==> src/rtl/shift_add_multiplier.sv <==
// rtl/shift_add_multiplier.sv - sequential signed shift-add multiplier (sign-magnitude datapath)
// Optional feature: define MULT_EARLY_TERM_EN to finish as soon as the remaining multiplier bits are zero.
module shift_add_multiplier #(
  parameter int WIDTH = 8
) (
  input  logic                 clk,
  input  logic                 rst,
  input  logic                 clr,
  input  logic                 load_data,
  input  logic                 shift_en,
  input  logic [WIDTH-1:0]     multiplicand,
  input  logic [WIDTH-1:0]     multiplier,
  output logic [2*WIDTH-1:0]   product,
  output logic                 product_neg,
  output logic                 mult_done,
  output logic                 busy
);

  localparam int CW = $clog2(WIDTH + 1);

  typedef enum logic [1:0] {
    S_IDLE = 2'd0,
    S_RUN  = 2'd1,
    S_DONE = 2'd2
  } state_t;

  state_t               r_state;
  state_t               w_state_next;

  logic [2*WIDTH-1:0]   r_mcand;
  logic [2*WIDTH-1:0]   r_acc;
  logic [2*WIDTH-1:0]   r_product;
  logic [WIDTH-1:0]     r_mplier;
  logic [CW-1:0]        r_cnt;
  logic                 r_sign;
  logic                 r_product_neg;

  logic                 w_reset;
  logic [WIDTH-1:0]     w_a_mag;
  logic [WIDTH-1:0]     w_b_mag;
  logic [2*WIDTH-1:0]   w_acc_next;
  logic [WIDTH-1:0]     w_mplier_next;
  logic [CW-1:0]        w_cnt_next;
  logic                 w_last;
  logic                 w_step;
  logic [2*WIDTH-1:0]   w_result;

  assign w_reset = rst | clr;

  // Subtracting from zero in WIDTH bits maps the most-negative value onto 2^(WIDTH-1) unsigned.
  assign w_a_mag = multiplicand[WIDTH-1] ? ({WIDTH{1'b0}} - multiplicand) : multiplicand;
  assign w_b_mag = multiplier[WIDTH-1]   ? ({WIDTH{1'b0}} - multiplier)   : multiplier;

  assign w_step        = (r_state == S_RUN) && shift_en && !load_data;
  assign w_acc_next    = r_mplier[0] ? (r_acc + r_mcand) : r_acc;
  assign w_mplier_next = r_mplier >> 1;
  assign w_cnt_next    = r_cnt + CW'(1);

`ifdef MULT_EARLY_TERM_EN
  assign w_last = (w_cnt_next == CW'(WIDTH)) || (w_mplier_next == {WIDTH{1'b0}});
`else
  assign w_last = (w_cnt_next == CW'(WIDTH));
`endif

  assign w_result = r_sign ? ({(2*WIDTH){1'b0}} - w_acc_next) : w_acc_next;

  // State register.
  always_ff @(posedge clk) begin
    if (w_reset) begin
      r_state <= S_IDLE;
    end else begin
      r_state <= w_state_next;
    end
  end

  // Next-state and status outputs; a load restarts from any state.
  always_comb begin
    w_state_next = r_state;
    busy         = 1'b0;
    mult_done    = 1'b0;
    case (r_state)
      S_IDLE: begin
        if (load_data) w_state_next = S_RUN;
      end
      S_RUN: begin
        busy = 1'b1;
        if (load_data) begin
          w_state_next = S_RUN;
        end else if (shift_en && w_last) begin
          w_state_next = S_DONE;
        end
      end
      S_DONE: begin
        mult_done = 1'b1;
        if (load_data) w_state_next = S_RUN;
      end
      default: w_state_next = S_IDLE;
    endcase
  end

  // Datapath: operand capture on load, one shift-add per enabled RUN cycle, result on the last step.
  always_ff @(posedge clk) begin
    if (w_reset) begin
      r_mcand       <= '0;
      r_mplier      <= '0;
      r_acc         <= '0;
      r_cnt         <= '0;
      r_sign        <= 1'b0;
      r_product     <= '0;
      r_product_neg <= 1'b0;
    end else if (load_data) begin
      r_mcand  <= {{WIDTH{1'b0}}, w_a_mag};
      r_mplier <= w_b_mag;
      r_acc    <= '0;
      r_cnt    <= '0;
      r_sign   <= multiplicand[WIDTH-1] ^ multiplier[WIDTH-1];
    end else if (w_step) begin
      r_acc    <= w_acc_next;
      r_mcand  <= r_mcand << 1;
      r_mplier <= w_mplier_next;
      r_cnt    <= w_cnt_next;
      if (w_last) begin
        r_product     <= w_result;
        r_product_neg <= r_sign && (w_acc_next != {(2*WIDTH){1'b0}});
      end
    end
  end

  assign product     = r_product;
  assign product_neg = r_product_neg;

endmodule

==> config.mk <==
export PLATFORM = sky130hd
export DESIGN_NAME = shift_add_multiplier
export DESIGN_NICKNAME = d
export VERILOG_FILES = /design/src/rtl/shift_add_multiplier.sv
export SDC_FILE = /design/constraint.sdc
export NUM_CORES = 1
export LEC_CHECK = 0
export CORE_ASPECT_RATIO = 0.9
export CORE_MARGIN = 3
export CORE_UTILIZATION = 25
export CTS_CLUSTER_SIZE = 16
export DETAILED_ROUTE_END_ITERATION = 12
export GPL_TIMING_DRIVEN = 0
export SLEW_MARGIN = 20
export SYNTH_ARGS = -nofsm -noshare
export SYNTH_HDL_FRONTEND = slang
export SYNTH_SLANG_ARGS = --single-unit
export TNS_END_PERCENT = 100
==> constraint.sdc <==
create_clock -name clk -period 5.5 [get_ports clk]
set_input_delay 0.825 -clock clk [delete_from_list [all_inputs] [get_ports clk]]
set_output_delay 0.825 -clock clk [all_outputs]
set_load 0.05 [all_outputs]
==> results of run 1 <==
## cell usage after synthesis, types with 3 or more instances
| master | n |
|---|---|
| sky130_fd_sc_hd__or3_1 | 5 |
| sky130_fd_sc_hd__nand3_1 | 8 |
| sky130_fd_sc_hd__inv_1 | 13 |
| sky130_fd_sc_hd__ha_1 | 20 |
| sky130_fd_sc_hd__clkbuf_1 | 26 |
| sky130_fd_sc_hd__nand4_1 | 5 |
| sky130_fd_sc_hd__and3_1 | 7 |
| sky130_fd_sc_hd__o21ai_0 | 17 |
| sky130_fd_sc_hd__nand3b_1 | 4 |
| sky130_fd_sc_hd__a21oi_1 | 57 |
| sky130_fd_sc_hd__nand2_1 | 87 |
| sky130_fd_sc_hd__xnor2_1 | 22 |
| sky130_fd_sc_hd__nor2_1 | 58 |
| sky130_fd_sc_hd__a211oi_1 | 19 |
| sky130_fd_sc_hd__mux2i_1 | 9 |
| sky130_fd_sc_hd__or2_2 | 3 |
| sky130_fd_sc_hd__a21o_1 | 3 |
| sky130_fd_sc_hd__nand2b_1 | 6 |
| sky130_fd_sc_hd__and2_1 | 3 |
| sky130_fd_sc_hd__o31ai_1 | 4 |
| sky130_fd_sc_hd__nor3_1 | 9 |
| sky130_fd_sc_hd__o211ai_1 | 6 |
| sky130_fd_sc_hd__nor4b_1 | 3 |
| sky130_fd_sc_hd__dfxtp_1 | 64 |
| sky130_fd_sc_hd__xor2_1 | 10 |
| sky130_fd_sc_hd__nor2b_1 | 3 |
## layout make-up
type | instances | area (sq um) | share of cell area
Multi-Input combinational cell | 416 | 2590 | 0.519
Sequential cell | 64 | 1280 | 0.257
Timing Repair Buffer | 38 | 378 | 0.0758
Tap cell | 202 | 253 | 0.0507
Clock buffer | 9 | 225 | 0.0452
Buffer | 30 | 115 | 0.0231
Clock inverter | 7 | 96.3 | 0.0193
Inverter | 13 | 48.8 | 0.00979
## sequential cells by signal, summed over array words and instances, names as in the netlist
register and count:
r_acc 16, product 16, r_sign 1, r_cnt 4, product_neg 1, r_state 2
r_mcand 16, r_mplier 8
## placed cells by master, fill, tap and decap left out, drive strengths merged, types with 3 or more instances in the layout
cell type / Yosys / routed
nand2b: 6 / 6
and2: 3 / 3
buf: 4 / 5
or2: 4 / 4
nor3: 9 / 9
nor2b: 3 / 3
nand4: 5 / 5
o21ai: 19 / 19
ha: 20 / 20
a21boi: 3 / 3
a21o: 3 / 3
inv: 13 / 13
xor2: 10 / 10
a211oi: 21 / 21
clkbuf: 26 / 35
nand3: 8 / 8
dfxtp: 64 / 64
nand3b: 4 / 4
nand2: 87 / 87
clkdlybuf4s50: 0 / 37
or3: 5 / 5
o211ai: 7 / 7
and3: 7 / 7
mux2i: 9 / 9
xnor2: 22 / 22
clkinvlp: 0 / 3
a21oi: 57 / 57
nor4b: 3 / 3
o31ai: 4 / 4
nor2: 58 / 58
## report_power, final
group	switching [uW]	total [uW]	internal, uW
Sequential	5.77	475	470
Combinational	65.9	109	43.6
Clock	218	614	396
Total	290	1200	909
## worst paths after layout
| check | startpoint | end | slack [ns] | depth (start not counted) |
|---|---|---|---|---|
| worst max-delay path | r_mcand[0] | product_neg | 1.76 | 11 |
| worst min-delay path | product[9] | product[9] | 0.45 | 2 |
| worst max register to register | r_mcand[0] | product_neg | 1.76 | 11 |
| worst min register to register | product[9] | product[9] | 0.45 | 2 |
## worst max-delay path: stages (launching register included)
cell	delay, ns
sky130_fd_sc_hd__dfxtp_1	0.33
sky130_fd_sc_hd__ha_1	0.23
sky130_fd_sc_hd__fa_1	0.41
sky130_fd_sc_hd__a21o_1	0.22
sky130_fd_sc_hd__a221oi_2	0.47
sky130_fd_sc_hd__nor4_2	0.13
sky130_fd_sc_hd__a2111oi_4	0.46
sky130_fd_sc_hd__o211ai_2	0.19
sky130_fd_sc_hd__a2111o_1	0.45
sky130_fd_sc_hd__or4_1	0.43
sky130_fd_sc_hd__nor3_1	0.20
sky130_fd_sc_hd__nor3_1	0.06
## metrics by stage
| stage | worst slack (ns) | hold WS [ns] | power (uW) | cell area (sq um) |
|---|---|---|---|---|
| floorplan | 2.26 | 0.422 | 552 | 4030 |
| detailed placement | 1.83 | 0.435 | 594 | 4660 |
| finish | 1.76 | 0.452 | 1200 | 4990 |
| global route | 1.56 | 0.466 | 1240 | 4990 |
| global placement | 1.84 | 0.436 | 594 | 4650 |
| CTS | 1.79 | 0.451 | 1210 | 4990 |
## logic make-up after synthesis
group | after synthesis | synth area share
AND/OR/NAND/NOR | 211 | 0.241
AO/OA/AOI/OAI | 142 | 0.239
flip-flops | 64 | 0.318
buffers and inverters | 43 | 0.0407
XOR/XNOR | 32 | 0.0696
adder cells (fa/ha/maj) | 21 | 0.0671
multiplexers | 10 | 0.0252
## metal layers
metal	wire, microns	vias up
met5	0	-
met4	128	0
met2	4490	95
li1	-	1969
met1	5800	1733
met3	715	7
==> flow_summary.rst, run 1 <==
.. list-table::
   :header-rows: 1

   * - Metric
     - Value
   * - Number of unique standard cell types used by synthesis
     - 64
   * - Sequential cell area fraction in the yosys report
     - 0.318
   * - Library cell with the largest summed area after synthesis
     - sky130_fd_sc_hd__dfxtp_1
   * - Max Cap Viol
     - 0
   * - Post-Synthesis Mean Instance Area
     - 7.70 sq um
   * - Met2 layer usage reported by global route
     - 0.181
   * - Wire length of the first global-routing pass
     - around 18000 microns
   * - Number of nets with antenna violations after detailed routing
     - 0
   * - Synthesis Warnings
     - 0
   * - Number of post-CTS setup repair buffers
     - 0
   * - Arrival time worst endpoint
     - 3.93 ns
   * - Data required time at the worst endpoint
     - 5.69 ns
   * - Endpoint kind of the worst setup timing path
     - flip-flop
   * - Pin count of the biggest net entering global routing
     - 13
   * - CTS-repair resized insts
     - 0
   * - Leakage
     - 0.00177 uW
   * - Overall via count from detail_route
     - 3804
   * - Top cell type's share of synthesized area
     - 0.318
   * - Starting Density
     - 0.258
   * - Total DRC errors in the routed layout
     - 0
   * - Finished Layout Cells
     - 779
   * - Sinks on Clock Net
     - 64
   * - Setup violators final
     - 0
   * - TritonCTS clock tree
     - yes
   * - Global routing's busiest layer
     - met1
   * - Share of async-settable or async-resettable flops after synthesis
     - 0
   * - Detailed-route wire length per cell
     - ~14 microns
   * - Startpoint types
     - flip-flop
   * - Upper clock frequency limit
     - 267 MHz
   * - Final design utilization
     - 0.320
   * - Area of the die
     - between 0.015 and 0.02 sq mm
   * - Syn-to-layout area delta
     - 23.8%
   * - Period utilization
     - 0.680
   * - Total nets after synthesis
     - ~570
   * - Global-route congestion overflow total
     - 0
   * - Die width
     - 140 microns
   * - Number of storage elements in the synthesis netlist
     - 64
   * - Fin Setup TNS
     - 0 ns
   * - Clock latency reported for the late side of the worst-skew pair
     - 0.34 ns
   * - Clock-pin slew reported for the worst setup and hold paths after clock tree synthesis
     - around 0.06 ns
   * - Synth Instances
     - 523
   * - Number of cell rows
     - 43
   * - Die boundary height
     - 126 microns
   * - Worst slew slack as a fraction of its limit
     - 0.511
   * - Core area
     - 0.0156 sq mm
   * - CTS hold repair buffers
     - 0
   * - Fraction of final layout cells with drive strength greater than 1
     - 0.0589
   * - Hold Vio Cnt, Final
     - 0
   * - CTS buffer count
     - 9
   * - Synth area leaders
     - sky130_fd_sc_hd__dfxtp_1, sky130_fd_sc_hd__nand2_1, sky130_fd_sc_hd__a21oi_1
   * - Instance count after placement with tap cells included
     - 763
   * - Root buffer selected by CTS
     - sky130_fd_sc_hd__clkbuf_16
   * - CTS HTree Levels
     - 3
   * - Final Slew Violations
     - 0
   * - First-iteration detailed-routing DRC count
     - 312
   * - Post-DP HPWL
     - 8350 microns
   * - Pwr Density
     - between 200 and 250 mW/mm^2
   * - Filler instances
     - 1683
   * - Pre-Repair DR Iteration Count
     - 4
   * - Vias per inst
     - ~4.9
   * - Tightest Hold Check Type
     - flip-flop to flip-flop
   * - Post-detailed-routing wire length
     - between 10000 and 15000 microns
   * - Unrepaired setup endpoints after global routing
     - false
   * - Slew of the pin with the lowest slew margin
     - approximately 0.73 ns
   * - Diode count
     - 0
   * - Critical path type
     - flip-flop to flip-flop
   * - IO Port Bufs
     - 37
   * - Result of the run
     - finished clean
   * - Number of synthesized flops with an enable pin
     - 0
   * - Global-route track usage on met1
     - 0.193
   * - Met3 global-route usage
     - 0.0313
   * - Gr usage total
     - 0.129
   * - Clock skew
     - 0.00630 ns
   * - Maximum resistive drop on vdd
     - 0.163 mV
   * - Nets
     - 614
   * - Number of I/O pins
     - 40
   * - Critical-path maximum fanout
     - 5
   * - Synthesized area
     - 0.00403 sq mm
   * - Most instantiated flip-flop cell in the synthesis netlist
     - sky130_fd_sc_hd__dfxtp_1
   * - Number of buffers on the longest clock path
     - 2
   * - Number of antenna violations at the first check in global routing
     - 0
   * - Shortest period the worst path allows
     - between 3 and 4 ns
   * - Weighted congestion reported at the end of routability-driven placement
     - between 0.8 and 0.9
   * - Via count of the first global-routing pass
     - 3493
Power figures use the tool's default switching activity.
==> inputs of run 2 (changes only) <==
==> constraint.sdc (replaced) <==
create_clock -name clk -period 3.4 [get_ports clk]
set_input_delay 0.51 -clock clk [delete_from_list [all_inputs] [get_ports clk]]
set_output_delay 0.51 -clock clk [all_outputs]
set_load 0.05 [all_outputs]
==> run 2 against run 1 <==
  * Clock skew increased by 0.0017 ns
  * Highest routed layer unchanged
  * Critical path type unchanged
  * Die area unchanged
  * Power increased by 63%
  * Critical path depth unchanged
  * Clock power increased by 62%
  * Global-route usage increased by 0.12 points
==> flow_summary.rst, run 2 (synthesis gave the netlist of run 1 again) <==
.. list-table::
   :header-rows: 1

   * - Metric
     - Value
   * - Pre-Repair DR Iteration Count
     - 5 (+1)
   * - Fin Setup TNS
     - 0 ns (unchanged)
   * - Upper clock frequency limit
     - 304 MHz (+14%)
   * - Die width
     - 140 microns (unchanged)
   * - Sinks on Clock Net
     - 64 (unchanged)
   * - Nets
     - 621 (+1.1%)
   * - Number of cell rows
     - 43 (unchanged)
   * - Diode count
     - 0 (unchanged)
   * - First-iteration detailed-routing DRC count
     - 320 (+2.6%)
   * - Unrepaired setup endpoints after global routing
     - true
   * - Instance count along the most critical hold path
     - 2 (unchanged)
   * - Syn-to-layout area delta
     - 27.0%
   * - Most common library cell in the layout ignoring fill and taps
     - sky130_fd_sc_hd__nand2_1
   * - Global-route congestion overflow total
     - 0 (unchanged)
   * - Number of nets with antenna violations after detailed routing
     - 0 (unchanged)
   * - Wire length of the first global-routing pass
     - 18600 microns (+0.75%)
   * - Tightest Hold Check Type
     - flip-flop to flip-flop
   * - Starting Density
     - 0.258 (unchanged)
   * - Clock-pin slew reported for the worst setup and hold paths after clock tree synthesis
     - 0.06 ns (about the same)
   * - Count of buffer and inverter cells on the critical path
     - 0 (unchanged)
   * - Number of I/O pins
     - 40 (unchanged)
   * - Max Cap Viol
     - 0 (unchanged)
   * - Reg-to-Reg Start
     - r_mcand[0]
   * - CTS HTree Levels
     - 3 (unchanged)
   * - Final Slew Violations
     - 0 (unchanged)
   * - CTS buffer count
     - 9 (unchanged)
   * - Data required time at the worst endpoint
     - 3.59 ns (-2.10 ns)
   * - Weighted congestion reported at the end of routability-driven placement
     - 0.849 (unchanged)
   * - FF-to-FF setup slack
     - 0.11 ns (-1.65 ns)
   * - Area of the die
     - 0.0177 sq mm (unchanged)
   * - Worst slew slack as a fraction of its limit
     - 0.522 (+0.0111)
   * - Worst path top cell family by delay
     - compound AO/OA/AOI/OAI gates
   * - Register-to-Register Path Depth
     - 11 (unchanged)
   * - Post-detailed-routing wire length
     - 11300 microns (+1.4%)
   * - Clock skew
     - 0.00802 ns (+0.00172 ns)
   * - Clock latency reported for the late side of the worst-skew pair
     - 0.34 ns (about the same)
   * - Core area
     - 0.0156 sq mm (unchanged)
   * - Pwr Density
     - 381 mW/mm^2 (+59%)
   * - Detailed-route wire length per cell
     - 14.4 microns (+0.52%)
   * - Gr usage total
     - 0.130 (+0.00119)
   * - Die boundary height
     - 126 microns (unchanged)
   * - Root buffer selected by CTS
     - sky130_fd_sc_hd__clkbuf_16
   * - Pin count of the biggest net entering global routing
     - 13 (unchanged)
   * - Critical-path maximum fanout
     - 5 (unchanged)
   * - Cells traversed along the worst timing path
     - ha_4 > fa_2 > a21o_1 > a221oi_4 > nor4_4 > a2111oi_4 > o211ai_2 > a2111o_1 > or4_4 > nor3_2 > nor3_1
   * - Overall via count from detail_route
     - 3818 (+0.37%)
   * - Period utilization
     - 0.966 (+0.286)
   * - IO Port Bufs
     - 37 (unchanged)
   * - Leakage
     - 0.00181 uW (+2.3%)
   * - Reg-to-Reg End
     - product_neg
   * - Fraction of final layout cells with drive strength greater than 1
     - 0.0890 (+0.0301)
   * - Hold Vio Cnt, Final
     - 0 (unchanged)
   * - Critical path type
     - flip-flop to flip-flop
   * - Via count of the first global-routing pass
     - 3527 (+0.97%)
   * - Cell with the largest stage delay on the worst path
     - sky130_fd_sc_hd__a2111o_1
   * - Maximum resistive drop on vdd
     - 0.265 mV (+62%)
   * - Endpoint kind of the worst setup timing path
     - flip-flop
   * - Highest-count cells in the layout ignoring fill and taps
     - sky130_fd_sc_hd__nand2_1, sky130_fd_sc_hd__dfxtp_1, sky130_fd_sc_hd__nor2_1
   * - Slew of the pin with the lowest slew margin
     - 0.717 ns (-0.0167 ns)
   * - Number of buffers on the longest clock path
     - 2 (unchanged)
   * - Startpoint of the most critical hold path
     - product[9]
   * - Post-DP HPWL
     - 8350 microns (unchanged)
   * - Shortest period the worst path allows
     - 3.29 ns (-0.455 ns)
   * - Vias per inst
     - 4.86 (-0.53%)
   * - Total DRC errors in the routed layout
     - 0 (unchanged)
   * - Startpoint types
     - flip-flop
   * - Arrival time worst endpoint
     - 3.47 ns (-0.46 ns)
   * - Hold endpoint
     - product[9]
   * - Setup violators final
     - 0 (unchanged)
   * - Number of antenna violations at the first check in global routing
     - 0 (unchanged)
   * - Filler instances
     - 1667 (-0.95%)
   * - TritonCTS clock tree
     - yes
   * - Maximum cell stage delay along the critical path
     - 0.44 ns (-0.03 ns)
   * - Result of the run
     - finished clean
   * - Total Power
     - 1950 uW (+63%)
   * - CTS hold repair buffers
     - 0 (unchanged)
run 2: routing by layer:
layer	GRT usage	vias to the layer above	share of wire
li1	-	1982	-
met1	0.194	1745	0.53
met2	0.182	84	0.40
met3	0.0332	7	0.056
met4	0.0427	0	0.011
met5	0	-	0
run 2: layout make-up:
| cell class | instances | area [sq um] | area share |
|---|---|---|---|
| buffer | 30 | 115 | 0.0225 |
| timing repair buffer | 45 | 430 | 0.0841 |
| inverter | 13 | 48.8 | 0.00954 |
| tap | 202 | 253 | 0.0494 |
| multi-input combinational | 416 | 2660 | 0.521 |
| clock buffer | 9 | 225 | 0.0440 |
| sequential | 64 | 1280 | 0.251 |
| clock inverter | 7 | 96.3 | 0.0188 |
run 2: metrics by stage:
stage          setup WS, ns  instances  cell area (sq um)  hold WS [ns]   util
3_3_place_gp         -0.257        762               4650         0.436  0.298
4_1_cts             0.00115        782               5030         0.451  0.322
6_report              0.114        786               5120         0.452  0.328
5_1_grt            -0.00268        786               5120         0.466  0.328
3_5_place_dp         -0.268        763               4660         0.435  0.299
2_1_floorplan         0.156        523               4030         0.422      -
run 2: worst min-delay path, cell delays in order (launching register included):
cell and delay [ns]:
sky130_fd_sc_hd__dfxtp_1 0.30, sky130_fd_sc_hd__nand2_1 0.05, sky130_fd_sc_hd__a21oi_1 0.05
run 2: worst max path at each step:
stage / from / to / slack, ns / cells past startpoint
after floorplan: r_mcand[0] / product_neg / 0.16 / 11
after global placement: r_mcand[0] / product_neg / -0.26 / 11
after detailed placement: r_mcand[0] / product_neg / -0.27 / 11
after CTS: r_mcand[0] / product_neg / 0.001 / 11
after global routing: r_mcand[0] / product_neg / -0.003 / 11
final: r_mcand[0] / product_neg / 0.11 / 11
run 2: where the power goes:
group          total, uW  switching [uW]  internal, uW
clock                997             356           641
combinational        184             109          75.3
sequential           769            9.69           760
run 2: what timing repair did:
action	in CTS	in global routing
buffers inserted	3	4
resized for setup	3	11
endpoints found under the setup margin	6	6
gates cloned	0	0
pin swaps	6	7
